===== src/rtl/mac_hash_lookup_pkg.sv =====
// Shared types and entry layout for the MAC hash table lookup.
// Entry layout: {valid, key[47:0], port[PORT_W-1:0]}, valid at the MSB.
// The state encoding is shared so that the bench and the RTL see the same names.
package mac_hash_lookup_pkg;

  typedef enum logic [1:0] {
    ST_IDLE  = 2'd0,
    ST_READ  = 2'd1,
    ST_CHECK = 2'd2,
    ST_RESP  = 2'd3
  } state_e;

  localparam int KEY_W = 48;

  // Total table entry width for a given port field width.
  function automatic int entry_w(input int port_w);
    return 1 + KEY_W + port_w;
  endfunction

  // Bit offset of the key field (sits just above the port field).
  function automatic int key_lsb(input int port_w);
    return port_w;
  endfunction

  // Bit position of the entry valid flag (MSB of the entry).
  function automatic int valid_bit(input int port_w);
    return port_w + KEY_W;
  endfunction

endpackage


===== src/rtl/mac_hash_lookup_if.sv =====
// Request, table-read and response signals of the MAC hash lookup.
// slave is the lookup engine's view; master is the requester/RAM/consumer side.
// Field widths follow INDEX_W and PORT_W of the engine instance.
interface mac_hash_lookup_if
  import mac_hash_lookup_pkg::*;
#(
  parameter int INDEX_W = 8,
  parameter int PORT_W  = 8
);

  logic                         req_valid;
  logic                         req_ready;
  logic [KEY_W-1:0]             req_key;
  logic [31:0]                  req_hash;

  logic                         tbl_rd_en;
  logic [INDEX_W-1:0]           tbl_rd_addr;
  logic [entry_w(PORT_W)-1:0]   tbl_rd_data;

  logic                         rsp_valid;
  logic                         rsp_ready;
  logic                         rsp_hit;
  logic [PORT_W-1:0]            rsp_port;
  logic [INDEX_W-1:0]           rsp_slot;

  modport slave (
    input  req_valid, req_key, req_hash, tbl_rd_data, rsp_ready,
    output req_ready, tbl_rd_en, tbl_rd_addr, rsp_valid, rsp_hit, rsp_port, rsp_slot
  );

  modport master (
    output req_valid, req_key, req_hash, tbl_rd_data, rsp_ready,
    input  req_ready, tbl_rd_en, tbl_rd_addr, rsp_valid, rsp_hit, rsp_port, rsp_slot
  );

endinterface


===== src/rtl/mac_hash_lookup_stats.sv =====
// Saturating hit / miss / probe counters for completed lookups.
// Updates only on the response handshake cycle; latency 1 cycle to the outputs.
// Never stalls the lookup engine.
module mac_lookup_stats #(
  parameter int PCNT_W = 3
) (
  input  logic              clk,
  input  logic              resetn,
  input  logic              rsp_fire,
  input  logic              rsp_hit,
  input  logic [PCNT_W-1:0] probe_cnt,
  output logic [31:0]       stat_hits,
  output logic [31:0]       stat_misses,
  output logic [31:0]       stat_probes
);

  logic [31:0] hits_q, hits_d;
  logic [31:0] misses_q, misses_d;
  logic [31:0] probes_q, probes_d;
  logic [32:0] probe_sum;

  // Next counter values; every counter sticks at all-ones instead of wrapping.
  always_comb begin
    hits_d    = hits_q;
    misses_d  = misses_q;
    probes_d  = probes_q;
    probe_sum = {1'b0, probes_q} + {{(33-PCNT_W){1'b0}}, probe_cnt};
    if (rsp_fire) begin
      if (rsp_hit) begin
        if (hits_q != 32'hFFFF_FFFF) hits_d = hits_q + 32'd1;
      end else begin
        if (misses_q != 32'hFFFF_FFFF) misses_d = misses_q + 32'd1;
      end
      probes_d = probe_sum[32] ? 32'hFFFF_FFFF : probe_sum[31:0];
    end
  end

  // Counter registers.
  always_ff @(posedge clk or negedge resetn) begin
    if (!resetn) begin
      hits_q   <= '0;
      misses_q <= '0;
      probes_q <= '0;
    end else begin
      hits_q   <= hits_d;
      misses_q <= misses_d;
      probes_q <= probes_d;
    end
  end

  assign stat_hits   = hits_q;
  assign stat_misses = misses_q;
  assign stat_probes = probes_q;

endmodule


===== src/rtl/mac_hash_lookup.sv =====
// Linear-probe MAC hash table lookup against an external 1-cycle-latency RAM.
// Latency 1+2*probes cycles from accept to rsp_valid; one lookup in flight.
// Holds the response indefinitely while rsp_ready is low; optional LOOKUP_STATS_EN counters.
module mac_hash_lookup
  import mac_hash_lookup_pkg::*;
#(
  parameter int INDEX_W   = 8,
  parameter int PORT_W    = 8,
  parameter int MAX_PROBE = 4
) (
  input  logic                    clk,
  input  logic                    resetn,
  mac_hash_lookup_if.slave        bus
`ifdef LOOKUP_STATS_EN
  ,
  output logic [31:0]             stat_hits,
  output logic [31:0]             stat_misses,
  output logic [31:0]             stat_probes
`endif
);

  localparam int PCNT_W = $clog2(MAX_PROBE + 1);
  localparam logic [PCNT_W-1:0] LAST_PROBE = PCNT_W'(MAX_PROBE - 1);

  state_e               state_q, state_d;
  logic [INDEX_W-1:0]   idx_q, idx_d;
  logic [PCNT_W-1:0]    probes_q, probes_d;
  logic [KEY_W-1:0]     key_q, key_d;
  logic                 hit_q, hit_d;
  logic [PORT_W-1:0]    port_q, port_d;
  logic [INDEX_W-1:0]   slot_q, slot_d;

  logic                 ent_vld;
  logic [KEY_W-1:0]     ent_key;
  logic [PORT_W-1:0]    ent_port;
  logic                 unused_hash_hi;

  assign ent_vld  = bus.tbl_rd_data[valid_bit(PORT_W)];
  assign ent_key  = bus.tbl_rd_data[key_lsb(PORT_W) +: KEY_W];
  assign ent_port = bus.tbl_rd_data[PORT_W-1:0];

  // Only the low INDEX_W hash bits select the home slot.
  assign unused_hash_hi = ^bus.req_hash[31:INDEX_W];

  // Lookup FSM next state: read a slot, check it, step to the next slot or answer.
  always_comb begin
    state_d  = state_q;
    idx_d    = idx_q;
    probes_d = probes_q;
    key_d    = key_q;
    hit_d    = hit_q;
    port_d   = port_q;
    slot_d   = slot_q;
    case (state_q)
      ST_IDLE: begin
        if (bus.req_valid) begin
          key_d    = bus.req_key;
          idx_d    = bus.req_hash[INDEX_W-1:0];
          probes_d = '0;
          state_d  = ST_READ;
        end
      end
      ST_READ: begin
        state_d = ST_CHECK;
      end
      ST_CHECK: begin
        if (ent_vld && (ent_key == key_q)) begin
          hit_d   = 1'b1;
          port_d  = ent_port;
          slot_d  = idx_q;
          state_d = ST_RESP;
        end else if (!ent_vld || (probes_q == LAST_PROBE)) begin
          // An empty slot ends the chain; otherwise the probe budget is spent.
          hit_d   = 1'b0;
          port_d  = '0;
          slot_d  = idx_q;
          state_d = ST_RESP;
        end else begin
          // Truncating add gives the wrap from the last slot back to slot 0.
          idx_d    = idx_q + 1'b1;
          probes_d = probes_q + 1'b1;
          state_d  = ST_READ;
        end
      end
      ST_RESP: begin
        if (bus.rsp_ready) state_d = ST_IDLE;
      end
      default: state_d = ST_IDLE;
    endcase
  end

  // State and datapath registers; reset aborts any lookup in progress.
  always_ff @(posedge clk or negedge resetn) begin
    if (!resetn) begin
      state_q  <= ST_IDLE;
      idx_q    <= '0;
      probes_q <= '0;
      key_q    <= '0;
      hit_q    <= 1'b0;
      port_q   <= '0;
      slot_q   <= '0;
    end else begin
      state_q  <= state_d;
      idx_q    <= idx_d;
      probes_q <= probes_d;
      key_q    <= key_d;
      hit_q    <= hit_d;
      port_q   <= port_d;
      slot_q   <= slot_d;
    end
  end

  // All outputs decode from registers only, so reset clears them asynchronously.
  assign bus.req_ready   = (state_q == ST_IDLE);
  assign bus.tbl_rd_en   = (state_q == ST_READ);
  assign bus.tbl_rd_addr = idx_q;
  assign bus.rsp_valid   = (state_q == ST_RESP);
  assign bus.rsp_hit     = hit_q;
  assign bus.rsp_port    = port_q;
  assign bus.rsp_slot    = slot_q;

`ifdef LOOKUP_STATS_EN
  logic              rsp_fire;
  logic [PCNT_W-1:0] probe_cnt;

  assign rsp_fire  = (state_q == ST_RESP) && bus.rsp_ready;
  // probes_q counts the extra slots after the home slot.
  assign probe_cnt = probes_q + 1'b1;

  mac_lookup_stats #(
    .PCNT_W (PCNT_W)
  ) u_stats (
    .clk         (clk),
    .resetn      (resetn),
    .rsp_fire    (rsp_fire),
    .rsp_hit     (hit_q),
    .probe_cnt   (probe_cnt),
    .stat_hits   (stat_hits),
    .stat_misses (stat_misses),
    .stat_probes (stat_probes)
  );
`endif

endmodule


===== src/flat_wrapper.sv =====
// flat-port wrapper written by rule: the top's interface ports become plain ports
module mac_hash_lookup_flat import mac_hash_lookup_pkg::*;
#(
  parameter int INDEX_W   = 8,
  parameter int PORT_W    = 8,
  parameter int MAX_PROBE = 4
)
  (clk, resetn, bus_req_valid, bus_req_key, bus_req_hash, bus_tbl_rd_data, bus_rsp_ready, bus_req_ready, bus_tbl_rd_en, bus_tbl_rd_addr, bus_rsp_valid, bus_rsp_hit, bus_rsp_port, bus_rsp_slot);
  mac_hash_lookup_if #(.INDEX_W(INDEX_W), .PORT_W(PORT_W)) bus_i ();
  input  logic clk;
  input  logic resetn;
  input wire logic [$bits(bus_i.req_valid)-1:0] bus_req_valid;
  input wire logic [$bits(bus_i.req_key)-1:0] bus_req_key;
  input wire logic [$bits(bus_i.req_hash)-1:0] bus_req_hash;
  input wire logic [$bits(bus_i.tbl_rd_data)-1:0] bus_tbl_rd_data;
  input wire logic [$bits(bus_i.rsp_ready)-1:0] bus_rsp_ready;
  output wire logic [$bits(bus_i.req_ready)-1:0] bus_req_ready;
  output wire logic [$bits(bus_i.tbl_rd_en)-1:0] bus_tbl_rd_en;
  output wire logic [$bits(bus_i.tbl_rd_addr)-1:0] bus_tbl_rd_addr;
  output wire logic [$bits(bus_i.rsp_valid)-1:0] bus_rsp_valid;
  output wire logic [$bits(bus_i.rsp_hit)-1:0] bus_rsp_hit;
  output wire logic [$bits(bus_i.rsp_port)-1:0] bus_rsp_port;
  output wire logic [$bits(bus_i.rsp_slot)-1:0] bus_rsp_slot;
  assign bus_i.req_valid = bus_req_valid;
  assign bus_i.req_key = bus_req_key;
  assign bus_i.req_hash = bus_req_hash;
  assign bus_i.tbl_rd_data = bus_tbl_rd_data;
  assign bus_i.rsp_ready = bus_rsp_ready;
  assign bus_req_ready = bus_i.req_ready;
  assign bus_tbl_rd_en = bus_i.tbl_rd_en;
  assign bus_tbl_rd_addr = bus_i.tbl_rd_addr;
  assign bus_rsp_valid = bus_i.rsp_valid;
  assign bus_rsp_hit = bus_i.rsp_hit;
  assign bus_rsp_port = bus_i.rsp_port;
  assign bus_rsp_slot = bus_i.rsp_slot;
  mac_hash_lookup #(.INDEX_W(INDEX_W), .PORT_W(PORT_W), .MAX_PROBE(MAX_PROBE)) u_core (.clk(clk), .resetn(resetn), .bus(bus_i));
endmodule

===== config.mk =====
export PLATFORM = sky130hd
export DESIGN_NAME = mac_hash_lookup_flat
export DESIGN_NICKNAME = d
export VERILOG_FILES = /design/src/rtl/mac_hash_lookup_pkg.sv /design/src/rtl/mac_hash_lookup_if.sv /design/src/rtl/mac_hash_lookup_stats.sv /design/src/rtl/mac_hash_lookup.sv /design/src/flat_wrapper.sv
export SDC_FILE = /design/constraint.sdc
export NUM_CORES = 1
export LEC_CHECK = 0
export ABC_CLOCK_PERIOD_IN_PS = 4940
export BUFFER_PORTS_ARGS = -buffer_cell sky130_fd_sc_hd__buf_4
export CAP_MARGIN = 0
export CORE_MARGIN = 10
export CORE_UTILIZATION = 51
export DETAILED_ROUTE_END_ITERATION = 16
export GPL_TIMING_DRIVEN = 0
export PLACE_DENSITY = 0.89
export SYNTH_ARGS = -nofsm -noshare
export SYNTH_HDL_FRONTEND = slang
export SYNTH_SLANG_ARGS = --single-unit

===== constraint.sdc =====
create_clock -name clk -period 4.94 [get_ports clk]
set_input_delay 0.988 -clock clk [delete_from_list [all_inputs] [get_ports clk]]
set_output_delay 0.988 -clock clk [all_outputs]
set_load 0.02 [all_outputs]

==> flow_summary.yaml <==
timing:
  setup_failing_eps_final: 0
  maxSlewHeadroom_pct: 35.2
  achievable-frequency_ghz: 0.398
  finalCriticalPeriod_ns: 2.51
  fin_worst_skew_ns: 0.00712
  min_period_over_period_pct: 50.8
  worst_pin_slew_ns: 0.972
  finalHoldWorstSlack_ns: 0.493
  setup-tns-final_ns: 0
  slew_viol_final: 0
  timing.final.hold_violations: 0
  rsz0062_at_grt: "false"
power_and_ir_drop:
  p_leak_nw: 2.42
  power.combinational.fraction_pct: 42.4
  p_seq_share_pct: 38.0
  power.ir.vdd_worst_uv: 270
  power.share.switching_pct: 34.5
  p_int_w: 0.00197
  power.clock.fraction_pct: 19.5
  power-per-cell-area_nw_per_um2: 568
  power.switching_w: 0.00104
  power.total_w: 0.00300
worst_setup_path:
  worst-path-max-fanout: 10
  critical_path.startpoint: "bus_tbl_rd_data[34]"
  worstSetupStartpointType: "input pin"
  crit-reg2reg-launch: "u_core.probes_q[0]"
  setup.worst_path.class: "input pin to register"
  setup.worst_path.end: "u_core.bus.rsp_slot[5]"
  critical_path_sink_type: "register"
  r2r_end: "u_core.bus.tbl_rd_addr[1]"
  worst_reg2reg_setup_slack_ns: 2.70
  worstPathRequired_ns: 5.17
  reg2reg_depth: 9
  arrival_ns: 2.75
cts:
  clock-sinks: 78
  path_clk_slew_ns: 0.08
  tritoncts: "done"
  clock_path_buffers: 2
  h_tree_depth: 3
  clock-root-buffer: "sky130_fd_sc_hd__clkbuf_8"
  postCtsResizedCells: 0
  post_cts_buffers: 0
  skew_pair_late_insertion_delay_ns: 0.35
  cts_made_buffers: 9
  cts_hold_buf: 0
floorplanning:
  die_area_um2: 11400
  floorplan.rows: 31
  x_dimension_of_the_die_um: 107
  die_y_um: 107
  initial_utilization_pct: 52.5
  boundaryPins: 169
  core_um2: 7290
detailed_routing:
  post_drt_via_cell_ratio: 5.16
  drt-wirelength-per-cell_um: 18.1
  post_detailed_route_count_of_antenna_violating_nets: 0
  detail_route.iter0.violations: 89
  drc: 0
  drt_pass1_iterations: 4
  routed_wirelength_um: 10400
  vias: 2974
global_routing:
  globalRouteTotalUtil_pct: 18.2
  grtUsageMet1_pct: 19.2
  grt_most_used_layer: "met2"
  first_global_vias: 3295
  grt.met3_usage_pct: 5.21
  global_route.usage.met2_pct: 33.4
  grt_antenna_before_repair: 0
  grt_start_max_net_pins: 79
  globalRoute.totalOverflow: 0
  wire_length_of_the_first_global_routing_pass_um: 16500
job:
  cap_viol_max_count: 0
cells_and_area:
  antenna_cells: 0
  nFillCells: 553
  seqCellArea_um2: 1950
  drive_gt1_share_pct: 48.6
  final_design_area_no_fill_um2: 5280
  area_delta_synth_final_pct: 37.9
  multi_input_comb_area_um2: 1730
  layout.cells.non_filler: 576
  num-nets-final: 616
place:
  dp_hpwl_um: 8240
  place.detailed.instances: 560
  gp_congestion: 0.820
  post_placement_cell_area_um2: 5030
  io_buffer_count: 144
synth:
  syn_area_um2: 3830
  yosys_warnings: 0
  asyncSetResetFlopFracSynth_pct: 100
  synth.largest_area_cell: "sky130_fd_sc_hd__dfrtp_1"
  netlist_top_cells_area: "sky130_fd_sc_hd__dfrtp_1, sky130_fd_sc_hd__mux2_2, sky130_fd_sc_hd__xnor2_1"
  syn_area_per_cell_um2: 12.1
  synth_enable_flop_cells: 0
  synth-seq-area-share_pct: 51.0
  flop_and_latch_count_out_of_synthesis: 78
  synth.distinct_cells: 41
  synth_top_area_share_pct: 51.0
  syn-instance-count: 317
  dominant_register_cell_in_the_synthesized_netlist: "sky130_fd_sc_hd__dfrtp_1"
  synth_common_cells: "sky130_fd_sc_hd__dfrtp_1, sky130_fd_sc_hd__mux2_2, sky130_fd_sc_hd__xnor2_1"
  synth_most_common_cell: "sky130_fd_sc_hd__dfrtp_1"
  postSynthNetCount: 461
status:
  status: "finished clean"
min_path:
  hp-class: "register to register"
==> flip-flops by register name, summed over array words and instances, names as in the netlist <==
| name | flops |
|---|---|
| u_core.key_q | 48 |
| u_core.bus.rsp_hit | 1 |
| u_core.bus.rsp_slot | 8 |
| u_core.bus.tbl_rd_addr | 8 |
| u_core.probes_q | 3 |
| u_core.bus.rsp_port | 8 |
| u_core.state_q | 2 |
==> cells by family (layout without fill, tap and decap cells) <==
group | Yosys count | after routing | share of synthesized area [%]
fa+ha+maj | 3 | 3 | 0.980
flops | 78 | 78 | 51.0
simple gates | 62 | 62 | 10.4
compound gates | 39 | 39 | 6.67
mux | 57 | 57 | 16.7
buf+inv | 32 | 192 | 3.79
xor+xnor | 46 | 46 | 10.5
==> power by group through the flow <==
stage	logic [W]	clock network (W)	registers (W)
4_1_cts	0.00129	0.000600	0.00114
6_report	0.00127	0.000587	0.00114
3_3_place_gp	0.00123	0	0.00113
5_1_grt	0.00139	0.000627	0.00118
3_5_place_dp	0.00128	0	0.00116
2_1_floorplan	0.000826	0	0.00118
==> final cells by class <==
type / instances / area share [%]
multi-input cells: 207 / 32.8
inverters: 15 / 1.07
flip-flops and latches: 78 / 37.0
repair buffers: 144 / 20.5
clock inverters: 5 / 2.01
clock buffers: 11 / 2.68
plain buffers: 17 / 1.68
well taps: 99 / 2.35
==> placed cells by master (no fill, tap or decap), types with 2 or more instances in the layout <==
master / n
sky130_fd_sc_hd__nor4_4: 2
sky130_fd_sc_hd__ha_1: 3
sky130_fd_sc_hd__dfrtp_1: 78
sky130_fd_sc_hd__xor2_1: 2
sky130_fd_sc_hd__nand2_1: 9
sky130_fd_sc_hd__a31oi_1: 2
sky130_fd_sc_hd__xnor2_1: 44
sky130_fd_sc_hd__bufinv_16: 3
sky130_fd_sc_hd__a211oi_1: 3
sky130_fd_sc_hd__nand4_1: 14
sky130_fd_sc_hd__a21oi_1: 6
sky130_fd_sc_hd__nand2b_1: 4
sky130_fd_sc_hd__clkbuf_8: 10
sky130_fd_sc_hd__nor2_1: 6
sky130_fd_sc_hd__o21ai_0: 14
sky130_fd_sc_hd__clkbuf_1: 10
sky130_fd_sc_hd__mux2_2: 55
sky130_fd_sc_hd__buf_2: 5
sky130_fd_sc_hd__inv_1: 15
sky130_fd_sc_hd__o22ai_1: 5
sky130_fd_sc_hd__nand3_1: 14
sky130_fd_sc_hd__a2bb2oi_1: 3
sky130_fd_sc_hd__buf_4: 146
sky130_fd_sc_hd__and3_1: 2
sky130_fd_sc_hd__mux2i_1: 2
==> worst min-delay path by stage <==
stage,start,to,slack (ns),cells past startpoint
floorplan,u_core.probes_q[0],u_core.probes_q[0],0.46,1
global placement,u_core.bus.rsp_hit,u_core.bus.rsp_hit,0.46,2
detailed placement,u_core.bus.rsp_hit,u_core.bus.rsp_hit,0.47,2
CTS,u_core.bus.rsp_hit,u_core.bus.rsp_hit,0.49,2
global route,u_core.bus.rsp_hit,u_core.bus.rsp_hit,0.52,2
finish,u_core.bus.rsp_hit,u_core.bus.rsp_hit,0.49,2
==> layer usage <==
metal,share of wire [%],up-vias
met5,0,-
met4,2.0,0
met3,7.0,15
met2,53,103
met1,38,1432
li1,-,1424
==> worst max-delay path: stages <==
cell and delay, ns:
sky130_fd_sc_hd__buf_4 0.11, sky130_fd_sc_hd__xnor2_1 0.19, sky130_fd_sc_hd__nand4_1 0.11, sky130_fd_sc_hd__nor3_1 0.42, sky130_fd_sc_hd__nand4_4 0.26, sky130_fd_sc_hd__nand2_4 0.17, sky130_fd_sc_hd__buf_8 0.15, sky130_fd_sc_hd__mux2_2 0.34
==> through the flow <==
step	setup slack, ns	util (%)
floorplan	2.48	-
global placement	2.16	69.0
detailed placement	2.08	69.0
CTS	2.43	72.4
global route	2.32	72.4
finish	2.43	72.4
(Power assumes the default switching activity.)
